`config.mk`:
```
export PLATFORM = sky130hd
export DESIGN_NAME = uart_transmitter
export DESIGN_NICKNAME = d
export VERILOG_FILES = /design/src/rtl/uart_pkg.sv /design/src/rtl/uart_transmitter.sv
export SDC_FILE = /design/constraint.sdc
export NUM_CORES = 1
export LEC_CHECK = 0
export CAP_MARGIN = 20
export CORE_MARGIN = 5
export CORE_UTILIZATION = 50
export DETAILED_ROUTE_END_ITERATION = 16
export PLACE_DENSITY_LB_ADDON = 0.15
export SLEW_MARGIN = 20
export SYNTH_ARGS = -nofsm -noshare
export SYNTH_HDL_FRONTEND = slang
export SYNTH_SLANG_ARGS = --single-unit
```
`constraint.sdc`:
```
create_clock -name tx_clk -period 3.79 [get_ports tx_clk]
set_input_delay 0.758 -clock tx_clk [delete_from_list [all_inputs] [get_ports tx_clk]]
set_output_delay 0.758 -clock tx_clk [all_outputs]
set_load 0.02 [all_outputs]
```
`src/rtl/uart_pkg.sv`:
```
// Shared constants for the UART transmitter and its stimulus generator.
// Contents: FSM state encodings, line levels for the frame, generator
// timing, and the 8-bit LFSR step used to produce test payloads.
package uart_pkg;

  // Transmitter FSM state encodings
  localparam logic [1:0] IDLE  = 2'd0;
  localparam logic [1:0] START = 2'd1;
  localparam logic [1:0] DATA  = 2'd2;
  localparam logic [1:0] STOP  = 2'd3;

  // Frame line levels
  localparam logic START_BIT  = 1'b0;
  localparam logic STOP_BIT   = 1'b1;
  localparam logic LINE_IDLE  = 1'b1;

  // Stimulus generator timing and payload sequence
  localparam int         GEN_PERIOD      = 20;
  localparam int         GEN_FIRST_DELAY = 5;
  localparam logic [7:0] LFSR_SEED       = 8'hA5;

  // Fibonacci step for x^8+x^6+x^5+x^4+1, shifting left
  function automatic logic [7:0] lfsr8_next(input logic [7:0] s);
    return {s[6:0], s[7] ^ s[5] ^ s[4] ^ s[3]};
  endfunction

endpackage

```
`src/rtl/uart_transmitter.sv`:
```
// UART transmitter: 1 start bit, DATA_WIDTH data bits LSB first, 1 stop bit.
// Ports:
//   tx_clk   in   clock (baud clock when CLKS_PER_BIT = 1)
//   rst_n    in   async active-low reset
//   data_in  in   parallel word, captured only when a request is accepted
//   enable   in   send request, honoured only in IDLE
//   tx_out   out  registered serial line, idle high
//
// state | meaning
// IDLE  | line high, waiting for enable
// START | driving start bit
// DATA  | driving shift-register bit 0, shifting once per bit period
// STOP  | driving stop bit, then back to IDLE
module uart_transmitter
  import uart_pkg::*;
#(
  parameter int DATA_WIDTH   = 8,
  parameter int CLKS_PER_BIT = 1
) (
  input  logic                  tx_clk,
  input  logic                  rst_n,
  input  logic [DATA_WIDTH-1:0] data_in,
  input  logic                  enable,
  output logic                  tx_out
);

  localparam int CNT_W = $clog2(CLKS_PER_BIT) + 1;
  localparam int BIT_W = $clog2(DATA_WIDTH) + 1;

  logic [1:0]            state;
  logic [DATA_WIDTH-1:0] shreg;
  logic [DATA_WIDTH-1:0] shreg_nxt;
  logic [CNT_W-1:0]      clk_cnt;
  logic [BIT_W-1:0]      bit_cnt;
  logic                  bit_done;
  logic                  last_bit;

  assign bit_done  = (clk_cnt == CNT_W'(CLKS_PER_BIT - 1));
  assign last_bit  = (bit_cnt == BIT_W'(DATA_WIDTH - 1));
  assign shreg_nxt = shreg >> 1;

  always_ff @(posedge tx_clk or negedge rst_n) begin
    if (!rst_n) begin
      state   <= IDLE;
      tx_out  <= LINE_IDLE;
      shreg   <= '0;
      clk_cnt <= '0;
      bit_cnt <= '0;
    end else begin
      case (state)
        IDLE: begin
          tx_out  <= LINE_IDLE;
          clk_cnt <= '0;
          bit_cnt <= '0;
          if (enable) begin
            shreg  <= data_in;
            state  <= START;
            tx_out <= START_BIT;
          end
        end
        START: begin
          if (bit_done) begin
            clk_cnt <= '0;
            state   <= DATA;
            tx_out  <= shreg[0];
          end else begin
            clk_cnt <= clk_cnt + 1'b1;
          end
        end
        DATA: begin
          if (bit_done) begin
            clk_cnt <= '0;
            shreg   <= shreg_nxt;
            if (last_bit) begin
              bit_cnt <= '0;
              state   <= STOP;
              tx_out  <= STOP_BIT;
            end else begin
              bit_cnt <= bit_cnt + 1'b1;
              // Drive the next bit from the same edge the register shifts.
              tx_out  <= shreg_nxt[0];
            end
          end else begin
            clk_cnt <= clk_cnt + 1'b1;
          end
        end
        STOP: begin
          if (bit_done) begin
            clk_cnt <= '0;
            state   <= IDLE;
          end else begin
            clk_cnt <= clk_cnt + 1'b1;
          end
        end
      endcase
    end
  end

endmodule

```
==> summary.txt, run 1 <==
Status
  – Status: finished, final reports clean

STA
  – F_max: 460.0 MHz
  – Fin crit period: 2174 ps
  – RSZ-0062 raised after global routing: no
  – Relative slew slack: 54.64%
  – # setup viols final: 0
  – Clk_skew: 1.119 ps
  – Fin. Hold Viols: 0
  – Final setup margin: 1616 ps
  – Period utilization: 57.36%
  – Worst Tran Pin Value: 678.2 ps
  – Post-route setup TNS: 0 ps
  – Pins Over Slew Limit: 0

Global routing
  – Vias in the first global route: 650
  – Total grt overflow: 0
  – First-pass GRT wire length: 2.939 mm
  – Largest net degree at the start of global routing: 21
  – Gr usage total: 15.08%
  – Initial antenna violation count: 0

Final layout
  – Nets: 110
  – Layout cell share with drive strength beyond 1: 7.527%
  – Area grow syn2layout: 12.46%
  – Finished Core Util: 58.83%
  – Area of the multi-input gates: 449.2 sq um
  – Filler cells: 155
  – Register area: 376.6 sq um
  – ANT cells: 0

Power
  – Tot Pwr: 0.7599 mW
  – Peak supply drop: 0.0003766 V
  – Pwr per Cell Area: 756.4 mW/mm^2
  – Lkg Pwr: 0.4370 nW

Clocking
  – Setup bufs post-CTS: 0
  – CTS clock-pin slew for the worst setup and hold paths: 90 ps
  – CTS buffer count: 3
  – Root Buffer: clkbuf_4
  – H-tree levels: 1
  – Resized cells post-CTS: 0
  – CTS tree: done
  – Worst skew pair latency: 290 ps
  – Post-CTS Hold Buffers: 0
  – CTS Sinks: 15
  – Clk buf depth: 2

Yosys
  – Post-synth top area cell: dfrtp_1
  – Synthesized cell area: 893.4 sq um
  – Synth area leaders: dfrtp_1 (39%), ha_1 (7.0%), a221o_1 (6.7%)
  – Async set-reset flop share out of synthesis: 100.0%
  – Synth warn: 0
  – Most frequent cell after synthesis: dfrtp_1
  – Ys flop type: dfrtp_1
  – Syn_area_per_cell: 10.51 sq um
  – Post-synth top cells: dfrtp_1 (14), a21oi_1 (8), nand2b_1 (8), nand3_1 (7), a221o_1 (6)
  – EDFF count, synth: 0
  – Synth top area share: 39.22%
  – Syn_nets: 101
  – Synth Instances: 85
  – Register area share after synthesis: 42.16%
  – Netlist cell types: 30
  – Synth Register Bits: 15

Setup path
  – R2R setup slack: 1800 ps
  – Critical Path Source: tx_out
  – Setup crit end: tx_out
  – Max FO, Critical Path: 2
  – Crit path arrival time: 1420 ps
  – Required @ worst endpoint: 3030 ps
  – Slowest-stage cell, CP: clkdlybuf4s50_1
  – Critical path, cell by cell: clkdlybuf4s50_1
  – CP peak stage delay: 590 ps
  – CP startpoint kind: register
  – Worst R2R Path Depth: 5
  – WS Path Type: register to primary output
  – Worst r2r src: state[0]
  – Reg-to-Reg End: shreg[4]
  – Worst setup EP type: primary output
  – Critical path's top delay family: buffers and inverters
  – Stages on worst setup path: 1
  – CP Buf/Inv Count: 1

Floorplanning
  – Die span in x: 52.27 um
  – Io pins: 12
  – Initial Util: 52.31%
  – Core area: 0.001708 sq mm
  – # rows: 15
  – Die ar.: 0.002732 sq mm
  – Die height: 52.27 um

Route
  – First-pass detailed-route iteration total: 4
  – Vias: 657
  – Drt via density: 5.568
  – DRC: 0
  – Iter 0 DRT Violations: 3
  – DRT antenna net count: 0
  – Final WL: 1.668 mm
  – Drt wl/cell: 14.14 um

Hold path
  – Hold Path Class: register to register

Placed design
  – DP HPWL: 1.136 mm
  – RD Place Congestion: 0.7913
  – Setup slack at placement: 1455 ps
  – IO Port Bufs: 11

Job
  – Max Cap Viol: 0
## sequential cells by signal, summed over array words and instances (netlist names)
register  count
state         2
bit_cnt       4
shreg         8
tx_out        1
## through the flow
step                      hold WS (ps)  instances  instance area, sq um
after global routing             530.9        118                  1005
after detailed placement         482.4        114                 978.4
after global placement           475.2        114                 978.4
after CTS                        496.6        118                  1005
final                            491.1        118                  1005
after floorplan                  462.4         85                 893.4
## cells by family (layout without fill, tap and decap cells)
family          count (synthesis)  in the layout  share of synthesized area, %
mux                             1              1                         1.260
xor+xnor                        1              1                        0.9806
buf+inv                        10             18                         7.562
compound gates                 25             25                         20.45
fa+ha+maj                       5              5                         7.003
simple gates                   28             28                         20.59
flops                          15             15                         42.16
## layer usage
layer | vias up | part of all wire, % | global-route usage (%)
met4 | 0 | 2.6 | 8.936
met1 | 316 | 48 | 18.78
li1 | 326 | - | -
met3 | 5 | 4.0 | 3.704
met5 | - | 0 | 0
met2 | 10 | 45 | 23.43
## worst register-to-register path, stage by stage (launching register included)
cell and delay (ps):
dfrtp_1 420, inv_1 90, ha_1 540, nor2b_4 410, nor2b_4 100, a221o_1 310
## cells in the final DEF, fill, tap and decap left out, types with 3 or more instances in the layout
master,count
dfrtp_1,14
clkdlybuf4s50_1,11
nand2b_1,8
a21oi_1,8
nand3_1,7
a221o_1,6
ha_1,5
inv_1,3
o21ai_0,3
clkbuf_4,3
## worst min-delay path by stage
| stage | from | cells after the start | to |
|---|---|---|---|
| 5_1_grt | tx_out | 2 | tx_out |
| 3_5_place_dp | tx_out | 2 | tx_out |
| 3_3_place_gp | tx_out | 2 | tx_out |
| 2_1_floorplan | rst_n | 0 | bit_cnt[0] |
| 6_report | tx_out | 2 | tx_out |
| 4_1_cts | tx_out | 2 | tx_out |
## cell type report
| cell class | instances | area share [%] |
|---|---|---|
| well taps | 25 | 3.113 |
| flip-flops and latches | 15 | 37.48 |
| repair buffers | 11 | 10.96 |
| inverters | 3 | 1.121 |
| multi-input cells | 60 | 44.71 |
| clock buffers | 4 | 2.615 |
## where the power goes
part	leakage, nW	total, mW	internal (mW)	switching [mW]
sequential	0.192	0.280	0.229	0.0509
clock	0.0150	0.0961	0.0409	0.0552
combinational	0.230	0.384	0.192	0.192
Note: power is estimated with default switching activity, not from simulation.
==> run 2, diff against run 1 <==
- clock period: 3.79 -> 2.05 ns (I/O delays scaled with it)
==> run 2 against run 1 <==
  * Die area is the same
  * Count of clock-buffer cells in the layout down 1
  * Worst hold slack worse by 110 ps
  * Setup slack worse by 1400 ps
  * Sequential cell count unchanged
  * Power rose by 88%
  * Register-to-register slack worse by 1300 ps
  * Design area is 3.1% higher
  * Sequential share of layout area shrank 1.1 points
  * Via count rose by 5.6%
  * Final cell count is 3.4% higher
  * Non-clock buffer count increased by 4
  * Critical path type unchanged
  * Largest power group unchanged
==> summary.txt, run 2 (synthesized netlist as in run 1, its figures left out) <==
Status
  – Status: finished, final reports clean

STA
  – F_max: 550.6 MHz
  – Pins Over Slew Limit: 0
  – Fin crit period: 1816 ps
  – Fin. Hold Viols: 0
  – Post-route setup TNS: 0 ps
  – Worst Tran Pin Value: 419.7 ps
  – RSZ-0062 raised after global routing: no
  – Clk_skew: 12.47 ps
  – Period utilization: 88.59%
  – # setup viols final: 0
  – Relative slew slack: 72.02%

Floorplanning
  – Die height: 52.27 um
  – Core area: 0.001708 sq mm
  – Io pins: 12
  – Initial Util: 52.31%
  – # rows: 15
  – Die ar.: 0.002732 sq mm
  – Die span in x: 52.27 um

Setup path
  – Critical path's top delay family: buffers and inverters
  – Worst r2r src: state[0]
  – Worst setup EP type: primary output
  – Slowest-stage cell, CP: clkdlybuf4s50_1
  – CP peak stage delay: 590 ps
  – Critical path, cell by cell: clkdlybuf4s50_1
  – WS Path Type: register to primary output
  – CP startpoint kind: register
  – Critical Path Source: tx_out
  – CP Buf/Inv Count: 1
  – Crit path arrival time: 1410 ps
  – Max FO, Critical Path: 2
  – Required @ worst endpoint: 1640 ps

Final layout
  – ANT cells: 0
  – Biggest regs: shreg x8, bit_cnt x4, state x2
  – Commonest non-fill, non-tap cell in the layout: dfrtp_1
  – Filler cells: 146
  – Final Cell Area: 0.001036 sq mm
  – Largest register FFs: 8
  – Area grow syn2layout: 15.97%
  – Layout cell share with drive strength beyond 1: 12.37%
  – Commonest non-fill, non-tap cells in the layout: dfrtp_1 (14), clkdlybuf4s50_1 (11), nand2b_1 (8), a21oi_1 (8), nand3_1 (7)
  – Largest Register: shreg
  – Nets: 114

Route
  – First-pass detailed-route iteration total: 4
  – Final WL: 1.696 mm
  – Met3 WL post-DR: 43 um
  – Drt via density: 5.689
  – Iter 0 DRT Violations: 14
  – DRC: 0
  – Drt wl/cell: 13.90 um
  – Post-route met1 wirelength: 769 um
  – Vias: 694
  – Met2 WL: 853 um
  – DRT antenna net count: 0
  – Max Used Layer: met4

Clocking
  – Worst skew pair latency: 290 ps
  – CTS tree: done
  – Setup bufs post-CTS: 0
  – Clk buf depth: 2
  – CTS buffer count: 3
  – H-tree levels: 1
  – CTS Sinks: 15
  – Post-CTS Hold Buffers: 0
  – Root Buffer: clkbuf_4
  – CTS clock-pin slew for the worst setup and hold paths: 100 ps
  – Resized cells post-CTS: 0

Job
  – Max Cap Viol: 0

Power
  – Peak supply drop: 0.0006454 V
  – Lkg Pwr: 0.4594 nW
  – Tot Pwr: 1.431 mW
  – Pwr per Cell Area: 1381 mW/mm^2

Placed design
  – Placed cell areas: 0.001008 sq mm
  – IO Port Bufs: 11
  – RD Place Congestion: 0.7375
  – DP HPWL: 1.258 mm

Global routing
  – Total grt overflow: 0
  – Largest net degree at the start of global routing: 20
  – Initial antenna violation count: 0
  – Gr usage total: 14.43%
  – Vias in the first global route: 655
  – First-pass GRT wire length: 2.877 mm

Hold path
  – Hold Path Class: input pin to asynchronous set/reset pin
## run 2: stage by stage
step / std cells / worst slack [ps] / util (%) / hold slack (ps)
floorplan: 85 / 565.7 / - / 114.4
global placement: 118 / 373.7 / 59.05 / 474.1
detailed placement: 118 / 364.7 / 59.05 / 481.7
CTS: 122 / 220.0 / 60.66 / 382.0
global route: 122 / 194.9 / 60.66 / 401.5
finish: 122 / 233.9 / 60.66 / 378.3
## run 2: power by group
group | total [mW] | leakage, nW | switching, mW | internal (mW)
Sequential | 0.520 | 0.192 | 0.0965 | 0.424
Combinational | 0.737 | 0.250 | 0.358 | 0.379
Clock | 0.173 | 0.0177 | 0.101 | 0.0726
## run 2: area by class of cell
class                      instances  area (sq um)  area share (%)
multi-input combinational         60         449.2           43.36
sequential                        15         376.6           36.35
timing repair buffer              15         140.1           13.53
tap                               25         31.28           3.019
clock buffer                       3         22.52           2.174
inverter                           3         11.26           1.087
clock inverter                     1         5.005          0.4831
## run 2: metal layers
metal / vias to the layer above / GRT usage, %
met4: 0 / 6.383
met1: 345 / 18.13
met5: - / 0
met3: 4 / 2.564
met2: 9 / 24.06
li1: 336 / -
## run 2: path summary, 6_finish.rpt
check | to | slack, ps | cells past startpoint
setup reg to reg | shreg[2] | 460 | 5
max in group asynchronous | state[0] | 1210 | 2
setup / recovery | tx_out | 230 | 1
min in group tx_clk | tx_out | 490 | 2
hold / removal | bit_cnt[2] | 380 | 1
hold reg to reg | tx_out | 490 | 2
==> run 3, diff against run 2 <==
- CORE_UTILIZATION: 50 -> 35
- clock period: 2.05 -> 1.61 ns (I/O delays scaled with it)
==> run 3 against run 2 <==
  * Via count is 0.43% lower
  * Design area is 4.6% higher
  * Clock power is 22% higher
  * Wire length is 5.0% higher
  * Largest cell class unchanged
==> summary.txt, run 3 (synthesized netlist as in run 1, its figures left out) <==
Job
  – Max Cap Viol: 0

Power
  – Logic gate share of total power: 55.0%
  – P_sw: 0.7244 mW
  – P_int: 1.199 mW
  – Lkg Pwr: 0.4826 nW
  – Peak supply drop: 0.0009103 V
  – Seq pwr share: 34.1%
  – Clk pwr share: 11.0%
  – Sw Share: 37.67%
  – Pwr per Cell Area: 1775 mW/mm^2

Status
  – Status: finished, final reports clean

Global routing
  – Largest net degree at the start of global routing: 16
  – Gr usage total: 11.52%
  – Vias in the first global route: 718
  – First-pass GRT wire length: 3.194 mm
  – Total grt overflow: 0
  – Initial antenna violation count: 0

Final layout
  – Largest Register: shreg
  – Layout cell share with drive strength beyond 1: 17.65%
  – Area grow syn2layout: 21.29%
  – ANT cells: 0
  – Nets: 119
  – Commonest non-fill, non-tap cell in the layout: dfrtp_1
  – Largest register FFs: 8
  – Biggest regs: shreg x8, bit_cnt x4, state x2
  – Final Cell Area: 0.001084 sq mm
  – Finished Core Util: 44.14%
  – Commonest non-fill, non-tap cells in the layout: dfrtp_1 (14), clkdlybuf4s50_1 (10), buf_4 (9), nand2b_1 (8)

Setup path
  – R2R setup slack: 140 ps
  – Worst r2r src: state[1]
  – WS Path Type: register to register
  – Worst R2R Path Depth: 5
  – Crit path arrival time: 1630 ps
  – CP startpoint kind: register
  – Max FO, Critical Path: 6
  – Reg-to-Reg End: shreg[2]
  – Required @ worst endpoint: 1770 ps
  – Worst setup EP type: register

Clocking
  – CTS tree: done
  – CTS clock-pin slew for the worst setup and hold paths: 90 ps
  – CTS buffer count: 3
  – Post-CTS Hold Buffers: 0
  – Worst skew pair latency: 270 ps
  – Clk buf depth: 2
  – Root Buffer: clkbuf_4
  – Setup bufs post-CTS: 0
  – CTS Sinks: 15
  – H-tree levels: 1

Placed design
  – IO Port Bufs: 11
  – RD Place Congestion: 0.7485
  – Placed cell areas: 0.001052 sq mm
  – DP HPWL: 1.335 mm

STA
  – F_max: 679.6 MHz
  – Relative slew slack: 83.76%
  – Fin crit period: 1471 ps
  – # setup viols final: 0
  – Worst Tran Pin Value: 240.3 ps
  – Pins Over Slew Limit: 0
  – Clk_skew: 2.433 ps
  – WHS: 362.4 ps
  – Period utilization: 91.40%
  – Post-route setup TNS: 0 ps
  – Fin. Hold Viols: 0
  – RSZ-0062 raised after global routing: no

Floorplanning
  – Core area: 0.002455 sq mm
  – Die ar.: 0.003663 sq mm
  – Io pins: 12
  – Die height: 60.52 um
  – Die span in x: 60.52 um
  – Initial Util: 36.39%
  – # rows: 18

Route
  – Final WL: 1.780 mm
  – First-pass detailed-route iteration total: 2
  – Vias: 691
  – DRC: 0
  – DRT antenna net count: 0
  – Iter 0 DRT Violations: 15
  – Drt wl/cell: 13.48 um
  – Drt via density: 5.235

Hold path
  – Hold Path Class: input pin to asynchronous set/reset pin
==> run 3: area by class of cell <==
type | count | area [sq um]
Sequential cell | 15 | 376.6
Fill cell | 241 | 1371
Tap cell | 30 | 37.54
Timing Repair Buffer | 20 | 176.4
Clock buffer | 4 | 26.28
Inverter | 3 | 11.26
Multi-Input combinational cell | 60 | 455.4
==> run 3: critical path, cell delays in order (launching register included) <==
cell and delay [ps]:
dfrtp_1 400, inv_1 70, ha_1 220, nor2b_4 160, buf_4 160, a221o_1 340
==> run 3: layer usage <==
metal / vias to the layer above / global-route usage (%) / wire, um
met5: - / 0 / 0
met4: 0 / 3.715 / 13
met3: 2 / 1.915 / 48
met2: 7 / 20.06 / 871
met1: 339 / 14.53 / 847
li1: 343 / - / -
==> run 3: what timing repair did <==
action	4_1_cts	5_1_grt
cloned	0	0
hold endpoints to repair	0	0
setup endpoints to repair	1	8
resized for setup	1	2
==> run 3: power by group through the flow <==
stage	clock network (mW)	registers [mW]	logic (mW)
global placement	0	0.659	1.04
CTS	0.222	0.653	1.06
detailed placement	0	0.660	1.07
floorplan	0	0.655	0.783
global route	0.235	0.675	1.20
finish	0.211	0.655	1.06
==> run 3: worst max path at each step <==
| stage | from | cells past startpoint | slack (ps) | to |
|---|---|---|---|---|
| after floorplan | state[0] | 6 | 130 | state[1] |
| after CTS | state[0] | 5 | 70 | shreg[5] |
| after global placement | enable | 4 | 50 | shreg[1] |
| final | state[1] | 5 | 140 | shreg[2] |
| after global routing | state[1] | 5 | 50 | shreg[5] |
| after detailed placement | enable | 4 | -2 | state[1] |
==> run 3: metrics by stage <==
| stage | setup WS [ps] | std cells | power, mW |
|---|---|---|---|
| after global placement | 51.58 | 128 | 1.698 |
| after CTS | 70.34 | 132 | 1.934 |
| after floorplan | 125.7 | 85 | 1.438 |
| after global routing | 50.77 | 132 | 2.109 |
| after detailed placement | -2.230 | 128 | 1.726 |
| final | 138.5 | 132 | 1.923 |
